**src/rtl/vp12_seq_pkg.sv**
```systemverilog
// Shared types and constants for the VP12 regulator power sequencer.
// Register offsets locate the control fields in the PTC register map.
package vp12_seq_pkg;

  typedef enum logic {
    IDLE = 1'b0,
    WAIT = 1'b1
  } seq_state_t;

  localparam int DEF_STAGGER_CYCLES = 125000;
  localparam int DEF_ALERT_FILTER   = 1000;

  localparam int REG_CH_REQ_LSB    = 0;
  localparam int REG_FAULT_CLR_LSB = 16;
  localparam int REG_KILL_CLR_BIT  = 32;

endpackage

```
**src/rtl/vp12_alert_filter.sv**
```systemverilog
// Per-channel alert conditioning: 2-FF synchroniser on the open-drain alert,
// saturating low-time counter and a trip strobe while the channel is enabled.
module vp12_alert_filter
  import vp12_seq_pkg::*;
#(
  parameter int ALERT_FILTER = DEF_ALERT_FILTER
) (
  input  logic clk_axi,
  input  logic rst,
  input  logic i_alert_n,
  input  logic i_ch_en,
  output logic o_trip
);

  localparam int             CW      = $clog2(ALERT_FILTER + 1);
  localparam logic [CW-1:0]  CNT_MAX = CW'(ALERT_FILTER);

  logic [1:0]    r_sync;
  logic [CW-1:0] r_cnt;

  always_ff @(posedge clk_axi) begin
    if (rst) begin
      r_sync <= 2'b11;
      r_cnt  <= '0;
    end else begin
      r_sync <= {r_sync[0], i_alert_n};
      // Alerts from a regulator that is off are meaningless, so the count restarts.
      if (!i_ch_en || r_sync[1]) begin
        r_cnt <= '0;
      end else if (r_cnt != CNT_MAX) begin
        r_cnt <= r_cnt + CW'(1);
      end
    end
  end

  assign o_trip = i_ch_en && (r_cnt == CNT_MAX);

endmodule

```
**src/rtl/vp12_power_sequencer.sv**
```systemverilog
// Staggered turn-on of N_CH regulators, lowest index first, with per-channel
// alert trips and a latched global kill that drops every rail.
module vp12_power_sequencer
  import vp12_seq_pkg::*;
#(
  parameter int N_CH           = 6,
  parameter int STAGGER_CYCLES = DEF_STAGGER_CYCLES,
  parameter int ALERT_FILTER   = DEF_ALERT_FILTER
) (
  input  logic            clk_axi,
  input  logic            rst,
  input  logic [N_CH-1:0] ch_req,
  input  logic [N_CH-1:0] fault_clr,
  input  logic [N_CH-1:0] alert_n,
  input  logic            global_kill,
  input  logic            kill_clr,
  output logic [N_CH-1:0] ch_en,
  output logic [N_CH-1:0] fault,
  output logic            kill_latched,
  output logic            busy
);

  localparam int            TW         = (STAGGER_CYCLES > 1) ? $clog2(STAGGER_CYCLES) : 1;
  localparam logic [TW-1:0] TIMER_LOAD = TW'(STAGGER_CYCLES - 1);
  // With a one-cycle stagger there is nothing to wait for between turn-ons.
  localparam seq_state_t    ON_STATE   = (STAGGER_CYCLES > 1) ? WAIT : IDLE;

  seq_state_t      r_state, w_state_next;
  logic [TW-1:0]   r_timer, w_timer_next;
  logic [N_CH-1:0] r_ch_en, w_ch_en_next;
  logic [N_CH-1:0] r_fault;
  logic            r_kill_latched;
  logic [1:0]      r_kill_sync;
  logic            w_kill;
  logic            w_turn_on;
  logic [N_CH-1:0] w_trip;
  logic [N_CH-1:0] w_elig;
  logic [N_CH-1:0] w_pick;

  generate
    for (genvar gi = 0; gi < N_CH; gi++) begin : g_filt
      vp12_alert_filter #(
        .ALERT_FILTER(ALERT_FILTER)
      ) u_filt (
        .clk_axi  (clk_axi),
        .rst      (rst),
        .i_alert_n(alert_n[gi]),
        .i_ch_en  (r_ch_en[gi]),
        .o_trip   (w_trip[gi])
      );
    end
  endgenerate

  assign w_kill = r_kill_sync[1];
  assign w_elig = ch_req & ~r_ch_en & ~r_fault & {N_CH{~r_kill_latched}};
  // Two's-complement trick isolates the lowest set eligible bit.
  assign w_pick = w_elig & (~w_elig + N_CH'(1));

  always_comb begin
    w_state_next = r_state;
    w_timer_next = r_timer;
    w_turn_on    = 1'b0;
    case (r_state)
      IDLE: begin
        if (|w_elig) begin
          w_turn_on    = 1'b1;
          w_timer_next = TIMER_LOAD;
          w_state_next = ON_STATE;
        end
      end
      WAIT: begin
        if (r_timer <= TW'(1)) begin
          w_timer_next = '0;
          w_state_next = IDLE;
        end else begin
          w_timer_next = r_timer - TW'(1);
        end
      end
      default: w_state_next = IDLE;
    endcase
    if (w_kill) begin
      w_turn_on    = 1'b0;
      w_timer_next = '0;
      w_state_next = IDLE;
    end
  end

  always_comb begin
    w_ch_en_next = '0;
    if (!w_kill) begin
      w_ch_en_next = (r_ch_en & ch_req & ~w_trip) | (w_turn_on ? w_pick : '0);
    end
  end

  always_ff @(posedge clk_axi) begin
    if (rst) begin
      r_state        <= IDLE;
      r_timer        <= '0;
      r_ch_en        <= '0;
      r_fault        <= '0;
      r_kill_latched <= 1'b0;
      r_kill_sync    <= 2'b00;
    end else begin
      r_state        <= w_state_next;
      r_timer        <= w_timer_next;
      r_ch_en        <= w_ch_en_next;
      // A trip on the same edge as a clear wins.
      r_fault        <= (r_fault & ~fault_clr) | w_trip;
      r_kill_latched <= w_kill | (r_kill_latched & ~kill_clr);
      r_kill_sync    <= {r_kill_sync[0], global_kill};
    end
  end

  assign ch_en        = r_ch_en;
  assign fault        = r_fault;
  assign kill_latched = r_kill_latched;
  assign busy         = ~rst & ((r_state == WAIT) | (|w_elig));

endmodule

```
**config.mk**
```make
export PLATFORM = sky130hd
export DESIGN_NAME = vp12_power_sequencer
export DESIGN_NICKNAME = d
export VERILOG_FILES = /design/src/rtl/vp12_seq_pkg.sv /design/src/rtl/vp12_alert_filter.sv /design/src/rtl/vp12_power_sequencer.sv
export SDC_FILE = /design/constraint.sdc
export NUM_CORES = 1
export LEC_CHECK = 0
export BUFFER_PORTS_ARGS = -buffer_cell sky130_fd_sc_hd__clkbuf_2
export CORE_AREA = 2 2 81 114
export CTS_CLUSTER_SIZE = 14
export DETAILED_ROUTE_END_ITERATION = 16
export DIE_AREA = 0 0 83 116
export PLACE_DENSITY = 0.77
export SLEW_MARGIN = 20
export SYNTH_ARGS = -nofsm -noshare
export SYNTH_HDL_FRONTEND = slang
export SYNTH_SLANG_ARGS = --single-unit
```
**constraint.sdc**
```tcl
create_clock -name clk_axi -period 2.65 [get_ports clk_axi]
set_clock_uncertainty 0.1 [all_clocks]
set_input_delay 0.1325 -clock clk_axi [delete_from_list [all_inputs] [get_ports clk_axi]]
set_output_delay 0.1325 -clock clk_axi [all_outputs]
set_load 0.005 [all_outputs]
```
## Word-level counts from Yosys, hierarchy flattened

Cells that the tools add are included.

| word-level totals | value |
|---|---|
| input bits | 22 |
| latch bits | 0 |
| output and inout port bits | 14 |
| memory bits (read-only) | 0 |
| register bits after elaboration | 105 |
| memory bits (writable) | 0 |
| logic and storage cells | 97 |
| memories | 0 |

| cells by class | value |
|---|---|
| shifts and indexed selects | 0 |
| muxes and demuxes | 9 |
| equality and inequality tests | 13 |
| reductions and logical operators | 26 |
| order comparisons | 1 |
| multiply operators | 0 |
| bitwise gates (word level) | 22 |
| add/sub/neg operators | 8 |
| divide/modulo/power cells | 0 |

Operator list:

| cell | number |
|---|---|
| $add 10x1->10 const B | 6 |
| $eq 10x10->1 const B | 6 |
| $ne 10x10->1 const B | 6 |
| $and 6x6->6 | 7 |
| $mux 17 | 2 |
| $pmux 17 s2 | 1 |
| $not 6->6 | 5 |
| $le 17x1->1 const B | 1 |
| $sub 17x1->17 const B | 1 |
| $reduce_or 2->1 | 7 |
| $or 6x6->6 | 2 |
| $add 6x1->6 const B | 1 |
| $logic_and 1x1->1 | 6 |
| $logic_not 1->1 | 6 |
| $logic_or 1x1->1 | 6 |
| $mux 6 | 1 |
| $reduce_or 6->1 | 1 |
| $mux 1 | 4 |
| $not 1->1 | 4 |
| $and 1x1->1 | 2 |
| $ne 2x2->1 const B | 1 |
| $or 1x1->1 | 2 |
| $pmux 1 s2 | 1 |

## Logic depth before layout (Yosys ltp)

Gate-level depths: netlist of run 1.

| depth | value |
|---|---|
| word-level depth | 10 |
| mapped depth | 7 |
| mapped depth without buffers | 7 |

## Cells and area by module

From an unflattened synthesis of run 1, not the netlist that was laid out.

| unflattened totals | value |
|---|---|
| cells, all modules | 560 |
| area, all modules | 4,908.5 sq um |

Modules (own cells, without submodules):

| module | sequential area each (sq um) | area an instance (sq um) | instances | cells each |
|---|---|---|---|---|
| vp12_alert_filter | 240.2 | 553.0 | 6 | 62 |
| vp12_power_sequencer | 660.6 | 1,590.3 | 1 | 188 |

## Worst setup path before layout of run 1

Ideal clock, no wire load.

| path | value |
|---|---|
| path type | flip-flop to flip-flop |
| start point | register r_timer[9] |
| end point | register r_timer[10] |
| path buffers | 2 |
| data arrival time | 2.034 ns |
| slack | 0.396 ns |
| required time | 2.430 ns |
| cell stages (with the launch flop) | 8 |
| clock period less this slack | 2.254 ns |
| library setup time | 0.120 ns |
| cells stage by stage | dfxtp_1 -> buf_6 -> or4_4 -> or4_4 -> buf_6 -> o211ai_4 -> nor4_1 -> a211o_1 |

| between the ends | value |
|---|---|
| longest elaborated chain between the ends | 3 |
| elaborated cells between the ends (all ways) | 4 |
| those cells by class | 1 x add/sub; 1 x order compare; 2 x mux |

RTL lines:

| element | line | text |
|---|---|---|
| start, declared | vp12_power_sequencer.sv:29 | `logic [TW-1:0] r_timer, w_timer_next;` |
| start signal, assigned | vp12_power_sequencer.sv:105 | `r_timer <= w_timer_next;` |
| $sub 17x1->17 or $le 17x1->1 (tied branches) | vp12_power_sequencer.sv:76, vp12_power_sequencer.sv:72 |  |
| $mux 17 (*) | vp12_power_sequencer.sv:72 | `if (r_timer <= TW'(1)) begin` |
| $pmux 17 s2 (*) | vp12_power_sequencer.sv:63 | `case (r_state)` |

Every way passes the cells marked *; elsewhere a longest branch is shown, timed or not.
A chain may end at the register's enable or synchronous reset.

## Final worst setup path of run 1

| path | value |
|---|---|
| start point | input port ch_req[1] |
| end point | output port busy |

| between the ends | value |
|---|---|
| longest elaborated chain between the ends | 6 |

RTL lines:

| element | line | text |
|---|---|---|
| start, declared | vp12_power_sequencer.sv:12 | `input logic [N_CH-1:0] ch_req,` |
| $and 6x6->6 (3 in a row) | vp12_power_sequencer.sv:55 | `assign w_elig = ch_req & ~r_ch_en & ~r_fault & {N_CH{~r_kill_latched}};` |
| $reduce_or 6->1 | vp12_power_sequencer.sv:117 | `assign busy = ~rst & ((r_state == WAIT) \| (\|w_elig));` |
| $or 1x1->1 | vp12_power_sequencer.sv:117 |  |
| $and 1x1->1 | vp12_power_sequencer.sv:117 |  |
| end, declared | vp12_power_sequencer.sv:20 | `output logic busy` |

Every way passes these cells.

==> metrics.yaml, run 1 <==
outcome:
  run_status: "completed"
clocking:
  cts_tree: "built"
  htree_levels: 3
  ctsResizeCount: 0
  cts_sinks: 105
  clk_latency_ns: 0.35
  cts-root-buf: "clkbuf_16"
  cts.clk_slew.worst_paths_ns: 0.07
  cts_inserted_buffers: 9
  clock_path_buffers: 2
min_path:
  holdCritPathClass: "in2reg"
logic_synthesis:
  synthDominantCellAreaShare_pct: 45.5
  synthesis.area_mm2: 0.00462
  synth_most_common_cell: "dfxtp_1"
  async_flop_share_pct: 0
  synth_edf_count: 0
  seq_area_frac_synth_pct: 45.5
  synth_area_leaders: "dfxtp_1 (45%), nor2_1 (8.0%), xor2_1 (5.3%)"
  yosys_most_used_dff: "dfxtp_1"
  syn_area_per_cell_um2: 8.78
  synth.ff_latch_count: 105
  ys.warnings.count: 0
  synthDistinctLibCells: 44
  syn_inst: 527
  synth.top_cells.by_count: "dfxtp_1 (105), nor2_1 (98), nand3_1 (36)"
  yosys.area.top_type: "dfxtp_1"
  syn_nets: 563
setup_path:
  setup.worst_path.start_class: "input port"
  crit_type: "in2out"
  end_kind: "output pin"
  worstPathBufferInverterCount: 3
  worst-endpoint-required_ns: 2.42
  cp_slowest_cell: "or4b_2"
  cpPeakStageDelay_ns: 0.65
  path_cells: "dlygate4sd3_1 -> clkbuf_2 -> or4b_2 -> nand4_1 -> or2_2 -> nor2_1 -> nor2_1 -> clkbuf_2"
  worstPathMaxFanout: 4
  cp_top_family: "simple AND/OR/NAND/NOR gates"
  worstPathArrival_ns: 2.14
power_and_ir_drop:
  switching_share_pct: 25.1
  pwr-share-clk_pct: 40.6
  combPwrFrac_pct: 7.5
  switchingPower_w: 0.000801
  p_per_area_mw_per_mm2: 597
  peakVddDrop_mv: 0.466
  p_int_w: 0.00239
  power_leakage_nw: 2.01
  total_power_w: 0.00319
  p_seq_share_pct: 51.9
drt:
  viasPerCell: 5.45
  drt_iter0_drc: 137
  drc_errors: 0
  dr.pass1.iters: 4
  vias: 3768
  detail-route-antenna-nets: 0
  detail_route.wl_per_cell_um: 13.1
  wirelength_um: 9090
global_route:
  antenna_found_initial: 0
  grt_overflow_total: 0
  grt_max_degree: 30
  grt_use_total_pct: 19.9
  grt_first_pass_wirelength_um: 15700
  first_global_vias: 3559
die:
  start_util_pct: 54.0
  dieHeight_um: 116
  dieWidth_um: 83
  rows: 40
  pin_count: 36
  die_area_mm2: 0.00963
  core_mm2: 0.00856
layout:
  seq_area_mm2: 0.00210
  multiInputGateArea_mm2: 0.00234
  fin_nets: 617
  drive_above_1_share_pct: 14.8
  fillers: 741
  antenna_cells: 0
  areaGrowthSynthToFinish_pct: 15.6
timing:
  rsz0062_at_grt: "no"
  period_needed_ns: 2.37
  final.setup.tns_ns: 0
  hold_viol: 0
  period_share_pct: 89.5
  fmax_mhz: 422
  worst_slew_pin_slew_ns: 0.755
  setup_viol: 0
  slew_headroom_pct: 49.2
  slew_violations: 0
placement:
  port_buffers: 35
  dp.final_hpwl_um: 6530
  place_congestion: 0.863
flow_run:
  drv_cap: 0
## layer usage
metal / share of wire, % / global-route usage, %
met1: 43 / 22.9
met2: 52 / 35.7
met3: 3.3 / 4.63
met4: 2.3 / 8.20
met5: 0 / 0
## path summary, 6_finish.rpt
path / from / depth (start not counted) / to / slack [ns]
max: ch_req[1] / 8 / busy / 0.28
min: fault_clr[3] / 4 / fault[3]$_SDFF_PP0_ / 0.01
max reg2reg: r_timer[9]$_SDFFE_PP0P_ / 4 / r_timer[14]$_SDFFE_PP0P_ / 0.30
min reg2reg: g_filt[5].u_filt.r_sync[0]$_SDFF_PP1_ / 1 / g_filt[5].u_filt.r_sync[1]$_SDFF_PP1_ / 0.31
## power groups by stage
| stage | clock network (W) | logic (W) | registers, W |
|---|---|---|---|
| after floorplan | 0 | 0.000170 | 0.00168 |
| final | 0.00130 | 0.000239 | 0.00166 |
| after detailed placement | 0 | 0.000219 | 0.00169 |
| after CTS | 0.00133 | 0.000240 | 0.00166 |
| after global routing | 0.00140 | 0.000268 | 0.00166 |
| after global placement | 0 | 0.000212 | 0.00169 |
## kinds of logic after synthesis
| kind of cell | Yosys count | share of synthesized area (%) |
|---|---|---|
| mux | 6 | 1.43 |
| flops | 105 | 45.5 |
| simple gates | 252 | 27.4 |
| compound gates | 64 | 9.01 |
| xor+xnor | 47 | 8.90 |
| fa+ha+maj | 14 | 3.79 |
| buf+inv | 39 | 3.98 |
## registers in the layout, summed over array words and instances (netlist names)
signal,count
ch_en,6
fault,6
g_filt.u_filt.r_cnt,60
g_filt.u_filt.r_sync,12
kill_latched,1
r_kill_sync,2
r_state,1
r_timer,17
## worst register-to-register path, cell delays in order, from the launching register on
cell	delay, ns
dfxtp_1	0.38
or4_4	0.58
or4_4	0.48
o31ai_2	0.56
a211oi_1	0.11
## through the flow
step           hold WS [ns]  setup WS (ns)  util [%]  cell area, um2  instances
3_5_place_dp          0.217          0.354      57.0            4880        658
3_3_place_gp          0.215          0.239      57.0            4870        658
2_1_floorplan         0.136          0.396         -            4620        527
6_report             0.0144          0.278      62.4            5340        691
4_1_cts             0.00495          0.278      62.4            5340        691
5_1_grt              0.0596          0.160      62.4            5340        691
## cell type report
class                      count  area share (%)
clock inverter                 7            1.26
tap                          105            2.46
clock buffer                   9            4.21
timing repair buffer          56            7.02
sequential                   105            39.3
inverter                      26            1.83
multi-input combinational    383            43.9
## timing repair
| item | in CTS | in global routing |
|---|---|---|
| hold endpoints to repair | 17 | 0 |
| setup buffers | 0 | 0 |
| hold buffers | 17 | 0 |
## placed cells by master (no fill, tap or decap), types with 2 or more instances in the layout
master,n
or4b_2,4
o21ai_0,14
a211oi_1,5
nor2b_1,8
dfxtp_1,105
buf_4,4
or4_4,2
clkbuf_2,35
dlygate4sd3_1,17
nor2_1,98
xnor2_1,19
or2_2,17
nor4b_1,3
inv_1,25
inv_8,3
mux2_2,5
a32oi_1,4
inv_6,2
a31oi_1,3
clkbuf_16,9
nand3_1,36
or4_1,2
nand4_1,8
or3_1,10
nor3_1,5
nor4bb_1,5
and3_1,17
nor4_1,7
a21oi_1,24
xor2_1,28
nand2_1,27
o31ai_1,4
ha_1,14
Power figures use the tool's default switching activity.
==> run 2, diff against run 1 <==
CORE_AREA = 2 2 95 97   (was 2 2 81 114)
CTS_CLUSTER_DIAMETER = 100   (was not set)
DIE_AREA = 0 0 97 99   (was 0 0 83 116)
==> metrics.yaml, run 2 (synthesis results as in run 1) <==
outcome:
  run_status: "completed"
placement:
  place_ws_ns: 0.219  # -0.135 ns
  place_inst: 662  # +0.61%
  dp.final_hpwl_um: 6570  # +0.76%
  placed_cell_area_mm2: 0.00489  # +0.10%
  place_congestion: 0.879  # +1.8%
  port_buffers: 35  # unchanged
setup_path:
  r2r_cells: 5  # +1
  r2r_end: "r_timer[13]$_SDFFE_PP0P_"
  end_kind: "output pin"
  worst-endpoint-required_ns: 2.42  # about the same
  worstPathMaxFanout: 9  # +5
  regToRegSetupSlack_ns: 0.29  # about the same
  crit_type: "reg2out"
  setup.worst_path.start_class: "flop"
  worstPathArrival_ns: 2.18  # +0.04 ns
  reg2reg_from: "r_timer[9]$_SDFFE_PP0P_"
layout:
  drive_above_1_share_pct: 15.0  # +0.12 points
  fin_area_mm2: 0.00526  # -1.5%
  regMostFlops: "g_filt.u_filt.r_cnt"
  layout_common_cells: "dfxtp_1 (105), nor2_1 (98), nand3_1 (36)"
  areaGrowthSynthToFinish_pct: 13.8
  fin_nets: 619  # +0.32%
  reg.largest.list: "g_filt.u_filt.r_cnt x60, r_timer x17, g_filt.u_filt.r_sync x12"
  antenna_cells: 0  # unchanged
  layout_commonest_cell: "dfxtp_1"
  fillers: 726  # -2.0%
  largest_reg_flops: 60  # unchanged
  final_cells: 696  # +0.72%
global_route:
  grt_first_pass_wirelength_um: 15900  # +1.5%
  first_global_vias: 3569  # +0.28%
  grt_use_total_pct: 20.0  # +0.073 points
  antenna_found_initial: 0  # unchanged
  grt_max_degree: 30  # unchanged
  grt_overflow_total: 0  # unchanged
die:
  dieWidth_um: 97  # +17%
  rows: 34  # -15%
  die_area_mm2: 0.00960  # -0.26%
  start_util_pct: 54.1  # about the same
  pin_count: 36  # unchanged
  core_mm2: 0.00855  # about the same
  dieHeight_um: 99  # -15%
drt:
  drc_errors: 0  # unchanged
  detail-route-antenna-nets: 0  # unchanged
  vias: 3702  # -1.8%
  viasPerCell: 5.32  # -2.5%
  wirelength_um: 9240  # +1.7%
  drt_iter0_drc: 246  # +80%
  dr.pass1.iters: 5  # +1
  detail_route.wl_per_cell_um: 13.3  # +0.93%
power_and_ir_drop:
  p_per_area_mw_per_mm2: 538  # -9.9%
  power_leakage_nw: 1.98  # -1.9%
  peakVddDrop_mv: 0.281  # -40%
clocking:
  cts_setup_buffers: 0  # unchanged
  cts_inserted_buffers: 9  # unchanged
  cts_sinks: 105  # unchanged
  cts.clk_slew.worst_paths_ns: 0.09  # +0.02 ns
  cts_tree: "built"
  cts-root-buf: "clkbuf_8"
  htree_levels: 3  # unchanged
  clock_path_buffers: 2  # unchanged
  clk_latency_ns: 0.36  # about the same
timing:
  slew_violations: 0  # unchanged
  layout_setup_ws_ns: 0.235  # -0.0431 ns
  fmax_mhz: 414  # -1.8%
  worst_slew_pin_slew_ns: 0.732  # -0.0231 ns
  final.setup.tns_ns: 0  # unchanged
  whs_ns: 0.0226  # +0.00821 ns
  period_share_pct: 91.1  # +1.6 points
  hold_viol: 0  # unchanged
  rsz0062_at_grt: "no"
  period_needed_ns: 2.42  # +0.0431 ns
  setup_viol: 0  # unchanged
  slew_headroom_pct: 50.8  # +1.5 points
min_path:
  holdPathEnd: "ch_en[5]$_SDFF_PP0_"
  holdCritPathClass: "in2reg"
  min-delay-start: "ch_req[5]"
  hold_depth: 4  # unchanged
flow_run:
  drv_cap: 0  # unchanged
-- run 2: what timing repair did --
action	CTS	global route
endpoints found under the setup margin	0	0
hold buffers	18	0
hold endpoints to repair	18	0
resized for setup	0	0
-- run 2: how the worst max path moves through the flow --
stage | startpoint | to | slack, ns | depth (start not counted)
6_report | kill_latched$_SDFF_PP0_ | busy | 0.23 | 6
5_1_grt | kill_latched$_SDFF_PP0_ | busy | 0.10 | 6
4_1_cts | kill_latched$_SDFF_PP0_ | busy | 0.25 | 6
3_5_place_dp | kill_latched$_SDFF_PP0_ | r_timer[5]$_SDFFE_PP0P_ | 0.22 | 5
3_3_place_gp | kill_latched$_SDFF_PP0_ | r_timer[4]$_SDFFE_PP0P_ | 0.36 | 4
2_1_floorplan | r_timer[9]$_SDFFE_PP0P_ | r_timer[10]$_SDFFE_PP0P_ | 0.40 | 7
-- run 2: where the power goes --
group / switching [W] / internal, W / total [W]
Combinational: 0.000134 / 0.000114 / 0.000248
Clock: 0.000530 / 0.000398 / 0.000928
Sequential: 0.0000418 / 0.00161 / 0.00166
Total: 0.000705 / 0.00213 / 0.00283
-- run 2: cell type report --
type	instances	area, um2	share of cell area [%]
clock inverters	5	38.8	0.737
clock buffers	11	151	2.88
inverters	26	97.6	1.85
multi-input cells	383	2340	44.6
repair buffers	58	393	7.47
flip-flops and latches	105	2100	39.9
well taps	108	135	2.57
-- run 2: metrics by stage --
step | util (%) | power [W]
2_1_floorplan | - | 0.00185
3_3_place_gp | 57.1 | 0.00190
3_5_place_dp | 57.1 | 0.00191
4_1_cts | 61.5 | 0.00286
5_1_grt | 61.5 | 0.00297
6_report | 61.5 | 0.00283
-- run 2: worst max-delay path, cell delays in order (launching register included) --
cell and delay [ns]:
dfxtp_1 0.41, or4b_2 0.70, nand4_1 0.24, or2_2 0.19, nor2_1 0.06, nor2_1 0.11
clkbuf_2 0.13
-- run 2: metal layers --
metal	wire length, um	track usage [%]	part of all wire [%]	up-vias
li1	-	-	-	1915
met1	4370	26.3	47	1705
met2	4330	32.4	47	73
met3	394	3.97	4.3	9
met4	141	8.23	1.5	0
met5	0	0	0	-
==> run 3, diff against run 2 <==
CORE_AREA = 2 2 126 128   (was 2 2 95 97)
CTS_CLUSTER_SIZE = 20   (was 14)
DIE_AREA = 0 0 128 130   (was 0 0 97 99)
PLACE_DENSITY = 0.5   (was 0.77)
==> metrics.yaml, run 3 (synthesis results as in run 1) <==
outcome:
  run_status: "completed"
drt:
  drc_errors: 0  # unchanged
  dr.pass1.iters: 4  # -1
  drt_iter0_drc: 164  # -33%
  detail_route.wl_per_cell_um: 12.6  # -5.1%
  detail-route-antenna-nets: 0  # unchanged
  wirelength_um: 9800  # +6.1%
  viasPerCell: 4.76  # -10%
  vias: 3707  # +0.14%
clocking:
  cts_setup_buffers: 0  # unchanged
  cts_tree: "built"
  htree_levels: 3  # unchanged
  cts.clk_slew.worst_paths_ns: 0.07  # -0.02 ns
  clock_path_buffers: 2  # unchanged
  cts_inserted_buffers: 9  # unchanged
  cts_sinks: 105  # unchanged
  clk_latency_ns: 0.35  # about the same
  cts-root-buf: "clkbuf_16"
global_route:
  grt_max_degree: 30  # unchanged
  grt_use_total_pct: 12.5  # -7.4 points
  antenna_found_initial: 0  # unchanged
  grt_overflow_total: 0  # unchanged
  first_global_vias: 3481  # -2.5%
  grt_first_pass_wirelength_um: 16400  # +3.2%
layout:
  fin_nets: 618  # -0.16%
  seq_area_mm2: 0.00210  # unchanged
  multiInputGateArea_mm2: 0.00234  # unchanged
  areaGrowthSynthToFinish_pct: 18.2
  fillers: 1589  # +120%
  antenna_cells: 0  # unchanged
  drive_above_1_share_pct: 14.7  # -0.29 points
  layout_common_cells: "dfxtp_1 (105), nor2_1 (98), nand3_1 (36)"
  layout_commonest_cell: "dfxtp_1"
  regMostFlops: "g_filt.u_filt.r_cnt"
  final_cells: 778  # +12%
  reg.largest.list: "g_filt.u_filt.r_cnt x60, r_timer x17, g_filt.u_filt.r_sync x12"
  largest_reg_flops: 60  # unchanged
timing:
  final.setup.tns_ns: 0  # unchanged
  slew_headroom_pct: 46.4  # -4.4 points
  worst_slew_pin_slew_ns: 0.798  # +0.0659 ns
  whs_ns: 0.00247  # -0.0202 ns
  period_needed_ns: 2.38  # -0.0328 ns
  period_share_pct: 89.9  # -1.2 points
  rsz0062_at_grt: "no"
  layout_setup_ws_ns: 0.267  # +0.0328 ns
  fmax_mhz: 420  # +1.4%
  slew_violations: 0  # unchanged
  setup_viol: 0  # unchanged
  hold_viol: 0  # unchanged
setup_path:
  worstPathArrival_ns: 2.15  # -0.03 ns
  crit_type: "reg2out"
  r2r_end: "r_timer[14]$_SDFFE_PP0P_"
  worstPathMaxFanout: 9  # unchanged
  worst-endpoint-required_ns: 2.42  # about the same
  end_kind: "output pin"
  setup.worst_path.start_class: "flop"
  reg2reg_from: "r_timer[9]$_SDFFE_PP0P_"
  r2r_cells: 4  # -1
  regToRegSetupSlack_ns: 0.33  # +0.04 ns
die:
  rows: 46  # +35%
  die_area_mm2: 0.0166  # +73%
  core_mm2: 0.0154  # +80%
  dieWidth_um: 128  # +32%
  dieHeight_um: 130  # +31%
  pin_count: 36  # unchanged
  start_util_pct: 30.0  # -24 points
placement:
  port_buffers: 35  # unchanged
  place_inst: 746  # +13%
  dp.final_hpwl_um: 6960  # +5.9%
  place_congestion: 0.821  # -6.5%
  place_ws_ns: 0.361  # +0.142 ns
min_path:
  hold_depth: 4  # unchanged
  holdCritPathClass: "in2reg"
  min-delay-start: "fault_clr[4]"
  holdPathEnd: "fault[4]$_SDFF_PP0_"
flow_run:
  drv_cap: 0  # unchanged
power_and_ir_drop:
  peakVddDrop_mv: 0.268  # -4.5%
  total_power_w: 0.00325  # +15%
  p_per_area_mw_per_mm2: 595  # +11%
  power_leakage_nw: 2.03  # +2.5%
run 3: metal layers:
metal  vias to the layer above  wire [um]  GRT usage [%]
met4                         0        184           5.62
met3                        11        440           2.95
met2                        55       4590           20.6
li1                       1909          -              -
met1                      1732       4590           15.8
met5                         -          0              0
run 3: through the flow:
stage	area [um2]	utilization, %
floorplan	4620	-
global placement	4990	32.4
detailed placement	5000	32.4
CTS	5460	35.4
global route	5460	35.4
finish	5460	35.4
run 3: worst max-delay path by stage:
stage,startpoint,to,slack [ns],cells past startpoint
5_1_grt,kill_latched$_SDFF_PP0_,busy,0.10,6
3_3_place_gp,kill_latched$_SDFF_PP0_,r_timer[12]$_SDFFE_PP0P_,0.21,5
6_report,kill_latched$_SDFF_PP0_,busy,0.27,6
3_5_place_dp,r_timer[9]$_SDFFE_PP0P_,r_timer[10]$_SDFFE_PP0P_,0.36,5
4_1_cts,kill_latched$_SDFF_PP0_,busy,0.23,6
2_1_floorplan,r_timer[9]$_SDFFE_PP0P_,r_timer[10]$_SDFFE_PP0P_,0.40,7
run 3: where the power goes:
group	switching, W	internal [W]	total (W)
Sequential	0.0000426	0.00162	0.00166
Combinational	0.000134	0.000113	0.000247
Clock	0.000571	0.000776	0.00135
run 3: critical path, cell delays in order, from the launching register on:
cell and delay [ns]:
dfxtp_1 0.40, or4b_2 0.72, nand4_1 0.20, or2_2 0.18
nor2_1 0.06, nor2_1 0.12, clkbuf_2 0.12
run 3: final cells by class:
cell class	count	area share (%)
multi-input cells	383	42.9
flip-flops and latches	105	38.5
repair buffers	57	7.01
clock buffers	12	4.69
well taps	192	4.40
inverters	26	1.79
clock inverters	3	0.733
run 3: timing repair:
action,CTS,global route
gates resized for setup,0,0
hold endpoints to repair,17,0
hold buffers,17,0
